### config.mk
export PLATFORM = sky130hd
export DESIGN_NAME = mips_multicycle_ctrl
export DESIGN_NICKNAME = d
export VERILOG_FILES = /design/src/rtl/mips_multicycle_ctrl.sv
export SDC_FILE = /design/constraint.sdc
export NUM_CORES = 1
export LEC_CHECK = 0
export ABC_AREA = 1
export CAP_MARGIN = 20
export CORE_MARGIN = 2
export CORE_UTILIZATION = 34
export DETAILED_ROUTE_END_ITERATION = 7
export GPL_ROUTABILITY_DRIVEN = 0
export GPL_TIMING_DRIVEN = 0
export PLACE_DENSITY = 0.85
export SLEW_MARGIN = 20
export SYNTH_ARGS = -nofsm -noshare
export SYNTH_HDL_FRONTEND = slang
export SYNTH_SLANG_ARGS = --single-unit
### constraint.sdc
create_clock -name clk -period 1.6 [get_ports clk]
set_clock_uncertainty 0.15 [all_clocks]
set_input_delay 0.32 -clock clk [delete_from_list [all_inputs] [get_ports clk]]
set_output_delay 0.32 -clock clk [all_outputs]
set_load 0.03 [all_outputs]
### src/rtl/mips_multicycle_ctrl.sv
// mips_multicycle_ctrl: multicycle MIPS main controller (Moore FSM driving datapath muxes/strobes)
// Define OVERFLOW_TRAP_EN to divert overflowing ADD/SUB/ADDI to the EXC state.
module mips_multicycle_ctrl #(
  parameter int STATE_W = 4
) (
  input  logic               clk,
  input  logic               reset,
  input  logic [5:0]         opcode,
  input  logic [5:0]         funct,
  input  logic               zero,
  input  logic               ov,
  output logic               pc_en,
  output logic               iord,
  output logic               mem_write,
  output logic               ir_write,
  output logic               reg_dst,
  output logic               mem_to_reg,
  output logic               reg_write,
  output logic               alu_src_a,
  output logic [1:0]         alu_src_b,
  output logic [1:0]         pc_src,
  output logic [2:0]         alu_op,
  output logic               exc,
  output logic [STATE_W-1:0] state_o
);
  typedef enum logic [3:0] {
    S_FETCH, S_DECODE, S_MEMADR, S_MEMRD, S_MEMWB, S_MEMWR, S_RTYPEEX,
    S_RTYPEWB, S_BEQEX, S_ADDIEX, S_ADDIWB, S_JEX, S_EXC
  } state_t;
  localparam logic [5:0] OP_R = 6'b000000, OP_LW = 6'b100011, OP_SW = 6'b101011,
                         OP_BEQ = 6'b000100, OP_ADDI = 6'b001000, OP_J = 6'b000010;
  state_t r_state, w_next;
  logic w_pc_write, w_branch, w_ir_write, w_mem_write, w_reg_write, w_exc;
  logic w_funct_ok, w_addsub, w_trap;
  logic [2:0] w_r_op;
  assign w_addsub = funct == 6'h20 || funct == 6'h22;
`ifdef OVERFLOW_TRAP_EN
  assign w_trap = ov;
`else
  logic w_unused_ov;
  assign w_unused_ov = ov;
  assign w_trap = 1'b0;
`endif
  always_comb begin
    w_funct_ok = 1'b1;
    w_r_op = 3'd2;
    case (funct)
      6'h20: w_r_op = 3'd2;
      6'h22: w_r_op = 3'd6;
      6'h24: w_r_op = 3'd0;
      6'h25: w_r_op = 3'd1;
      6'h2A: w_r_op = 3'd7;
      default: w_funct_ok = 1'b0;
    endcase
  end
  always_ff @(posedge clk or posedge reset)
    if (reset) r_state <= S_FETCH;
    else r_state <= w_next;
  always_comb begin
    w_next = S_FETCH;
    iord = 1'b0;
    w_mem_write = 1'b0;
    w_ir_write = 1'b0;
    reg_dst = 1'b0;
    mem_to_reg = 1'b0;
    w_reg_write = 1'b0;
    alu_src_a = 1'b0;
    alu_src_b = 2'b00;
    pc_src = 2'b00;
    alu_op = 3'd2;
    w_pc_write = 1'b0;
    w_branch = 1'b0;
    w_exc = 1'b0;
    case (r_state)
      S_FETCH: begin
        w_ir_write = 1'b1;
        alu_src_b = 2'b01;
        w_pc_write = 1'b1;
        w_next = S_DECODE;
      end
      S_DECODE: begin
        alu_src_b = 2'b11;
        w_next = (opcode == OP_LW || opcode == OP_SW) ? S_MEMADR :
                 opcode == OP_R    ? S_RTYPEEX :
                 opcode == OP_BEQ  ? S_BEQEX   :
                 opcode == OP_ADDI ? S_ADDIEX  :
                 opcode == OP_J    ? S_JEX     : S_FETCH;
      end
      S_MEMADR: begin
        alu_src_a = 1'b1;
        alu_src_b = 2'b10;
        w_next = opcode == OP_LW ? S_MEMRD : opcode == OP_SW ? S_MEMWR : S_FETCH;
      end
      S_MEMRD: begin
        iord = 1'b1;
        w_next = S_MEMWB;
      end
      S_MEMWB: begin
        mem_to_reg = 1'b1;
        w_reg_write = 1'b1;
      end
      S_MEMWR: begin
        iord = 1'b1;
        w_mem_write = 1'b1;
      end
      S_RTYPEEX: begin
        alu_src_a = 1'b1;
        alu_op = w_r_op;
        w_next = !w_funct_ok ? S_FETCH : (w_addsub && w_trap) ? S_EXC : S_RTYPEWB;
      end
      S_RTYPEWB: begin
        reg_dst = 1'b1;
        w_reg_write = 1'b1;
      end
      S_BEQEX: begin
        alu_src_a = 1'b1;
        alu_op = 3'd6;
        pc_src = 2'b01;
        w_branch = 1'b1;
      end
      S_ADDIEX: begin
        alu_src_a = 1'b1;
        alu_src_b = 2'b10;
        w_next = w_trap ? S_EXC : S_ADDIWB;
      end
      S_ADDIWB: w_reg_write = 1'b1;
      S_JEX: begin
        pc_src = 2'b10;
        w_pc_write = 1'b1;
      end
`ifdef OVERFLOW_TRAP_EN
      S_EXC: begin
        pc_src = 2'b11;
        w_pc_write = 1'b1;
        w_exc = 1'b1;
      end
`endif
      default: ;
    endcase
  end
  // strobes are suppressed combinationally so an asserted reset aborts immediately
  assign pc_en = ~reset & (w_pc_write | (w_branch & zero));
  assign ir_write = ~reset & w_ir_write;
  assign mem_write = ~reset & w_mem_write;
  assign reg_write = ~reset & w_reg_write;
  assign exc = ~reset & w_exc;
  assign state_o = STATE_W'(r_state);
endmodule

==> results of run 1 <==
## worst max path at each step
stage          startpoint        end  slack [ps]  cells past startpoint
2_1_floorplan  state_o[2]      pc_en        -140                      5
3_3_place_gp     funct[5]  alu_op[2]        -760                      6
3_5_place_dp     funct[5]  alu_op[2]        -770                      6
4_1_cts        state_o[0]  alu_op[2]        -270                      6
5_1_grt        state_o[0]      pc_en        -370                      6
6_report       state_o[0]      pc_en        -340                      6
## stage by stage
stage	instance area, µm²	setup WS, ps	setup TNS (ps)	hold WS [ps]
after CTS	1120	-267	-2190	31.1
after detailed placement	1010	-772	-7690	543
after global placement	1010	-756	-7360	538
after floorplan	656	-137	-375	-56.9
after global routing	1210	-374	-3550	94.9
final	1210	-341	-2930	94.5
## power breakdown
group	total [µW]	leakage [µW]	internal [µW]	switching, µW
clock network	140	0.0000138	84.8	54.8
registers	184	0.0000474	127	57.4
logic	969	0.000539	426	543
total	1290	0.000601	638	655
## layout by cell type (no fill, tap or decap), types with 2 or more instances in the layout
master,Yosys,routed
buf_2,0,2
buf_4,1,14
buf_6,0,14
clkbuf_4,0,3
clkdlybuf4s50_1,0,10
dfrtp_2,0,4
dlygate4sd2_1,0,5
inv_1,23,13
inv_2,1,11
nand2_1,22,15
nand2_2,2,4
nand2_4,0,5
nand3_1,17,13
nand3_2,0,4
nor2_1,20,14
nor2_2,3,3
nor2_4,3,9
o21ai_0,6,2
o21ai_1,0,3
## kinds of logic after synthesis
| family | after synthesis | share of synthesized area |
|---|---|---|
| DFF | 4 | 0.171 |
| buffers and inverters | 25 | 0.167 |
| other | 1 | 0.00640 |
| AOI/OAI and AO/OA | 12 | 0.120 |
| and+or+nand+nor | 68 | 0.536 |
## final cells by class
class                      instances  area, µm²  share of cell area
inverter                          24       90.1              0.0745
tap                               16       20.0              0.0166
timing repair buffer              46        424               0.351
sequential                         4        105              0.0870
buffer                             1       7.51             0.00621
multi-input combinational         81        539               0.446
clock buffer                       3       22.5              0.0186
## timing repair
item                                    in CTS  in global routing
endpoints found under the setup margin      19                 21
pin swaps                                   11                  6
resized for setup                          123                 22
hold buffers                                 0                  0
setup buffers                                8                  5
## routing by layer
layer | global-route usage | wire length, µm
met1 | 0.231 | 933
met2 | 0.442 | 1400
met3 | 0.0476 | 123
met4 | 0.100 | 40
met5 | 0 | 0
==> results.txt, run 1 <==
status -> complete, but fails checks
failing checks -> setup timing
Avg Cell Area, Syn -> 5.32 µm²
Post-Syn Area -> 586 µm²
Slew Limit Fails -> 0
CP arrival -> 1470 ps
internal reg-to-reg setup slack -> 60 ps
CP Class -> reg -> out
Worst Setup Start Kind -> flop
die area -> 2070 µm²
largest net degree at the start of global routing -> 7
worst flop-to-flop path endpoint -> state_o[0]
Seq/Total Area, Yosys -> 0.171
global-route wire length before repair -> 3400 µm
Post-synth top cells -> inv_1 (23), nand2_1 (22), nor2_1 (20)
core footprint -> 1560 µm²
CP Capture Type -> output pin
Pre-antenna DRT Iters -> 4
cell count after synthesis -> 110
H-tree depth -> 1
Synth async-reset ratio -> 1.00
PortBufs -> 33
Fin. Hold Viols -> 0
initial antenna violation count -> 0
syn_nets -> 126
synth warn -> 0
clock buffer depth -> 2
Max-Cap Viols -> 0
RSZ-0062 raised after global routing -> true
Worst path slowest cell -> dfrtp_2
vias in the first global route -> 835
antenna cells -> 0
worst setup margin -> -341 ps
total power -> 1290 µW
Post-synth EDFFs -> 0
final core utilization -> 0.775
Peak supply drop -> 560 µV
Pwr Density -> 1070 nW/µm²
share of layout cells above drive strength 1 -> 0.497
most common flop cell mapped by yosys -> dfrtp_1
Critical Path Max Stage Delay -> 460 ps
crit path cell chain -> nor2_4 -> inv_2 -> nor2_4 -> nand2_2 -> a21oi_4 -> buf_6
Std-Cell Rows -> 14
top-count cell post-synth -> inv_1
IO Pins -> 36
per-cell routed wire length -> 14.3 µm
FMAX -> 0.515 GHz
Sink Count -> 4
worst skew pair latency -> 250 ps
Root Buffer -> clkbuf_4
remaining antenna violation count after routing -> 0
Reg-to-Reg Start -> state_o[2]
Pleak -> 0.000601 µW
# fillers -> 106
CTS tree -> built
Most common cell on crit path -> nor2_4
Syn-to-layout area delta -> 106%
setup violators final -> 15
WP data required -> 1130 ps
largest area contributor in the netlist -> dfrtp_1
Min-Delay Path Class -> in -> async
post-layout min period -> 1940 ps
placed cells -> 159
CP top delay family -> flip-flops
Initial Utilization -> 0.376
Die Wd -> 45.5 µm
final net count -> 177
top area cells in the synthesized netlist -> dfrtp_1 (17%), inv_1 (15%), nand3_1 (15%)
Die Ht -> 45.5 µm
total track usage -> 0.230
grt ovf -> 0
Seq cells post-synth -> 4
fin cells -> 175
Yosys cell types -> 18
Final Routed Wirelength -> 2500 µm
placed wire-length estimate -> 1510 µm
number of buffers created by CTS -> 3
clk slew on worst S/H paths -> 40 ps
routed via count -> 923
buffer and inverter count on the worst path -> 2
via/cell ratio -> 5.27
Final Cycle Share -> 1.21
Max FO, Critical Path -> 6
Synth top area share -> 0.171
Reg2Reg Depth -> 8
number of remaining DRC errors -> 0
DRT iter0 DRCs -> 24
max FFs per register -> 4
(Power assumes the default switching activity.)
==> inputs of run 2 (changes only) <==
GPL_ROUTABILITY_DRIVEN = default   (was 0)
==> results of run 2 <==
The final DEF is identical to that of run 1; final timing and power are the same.
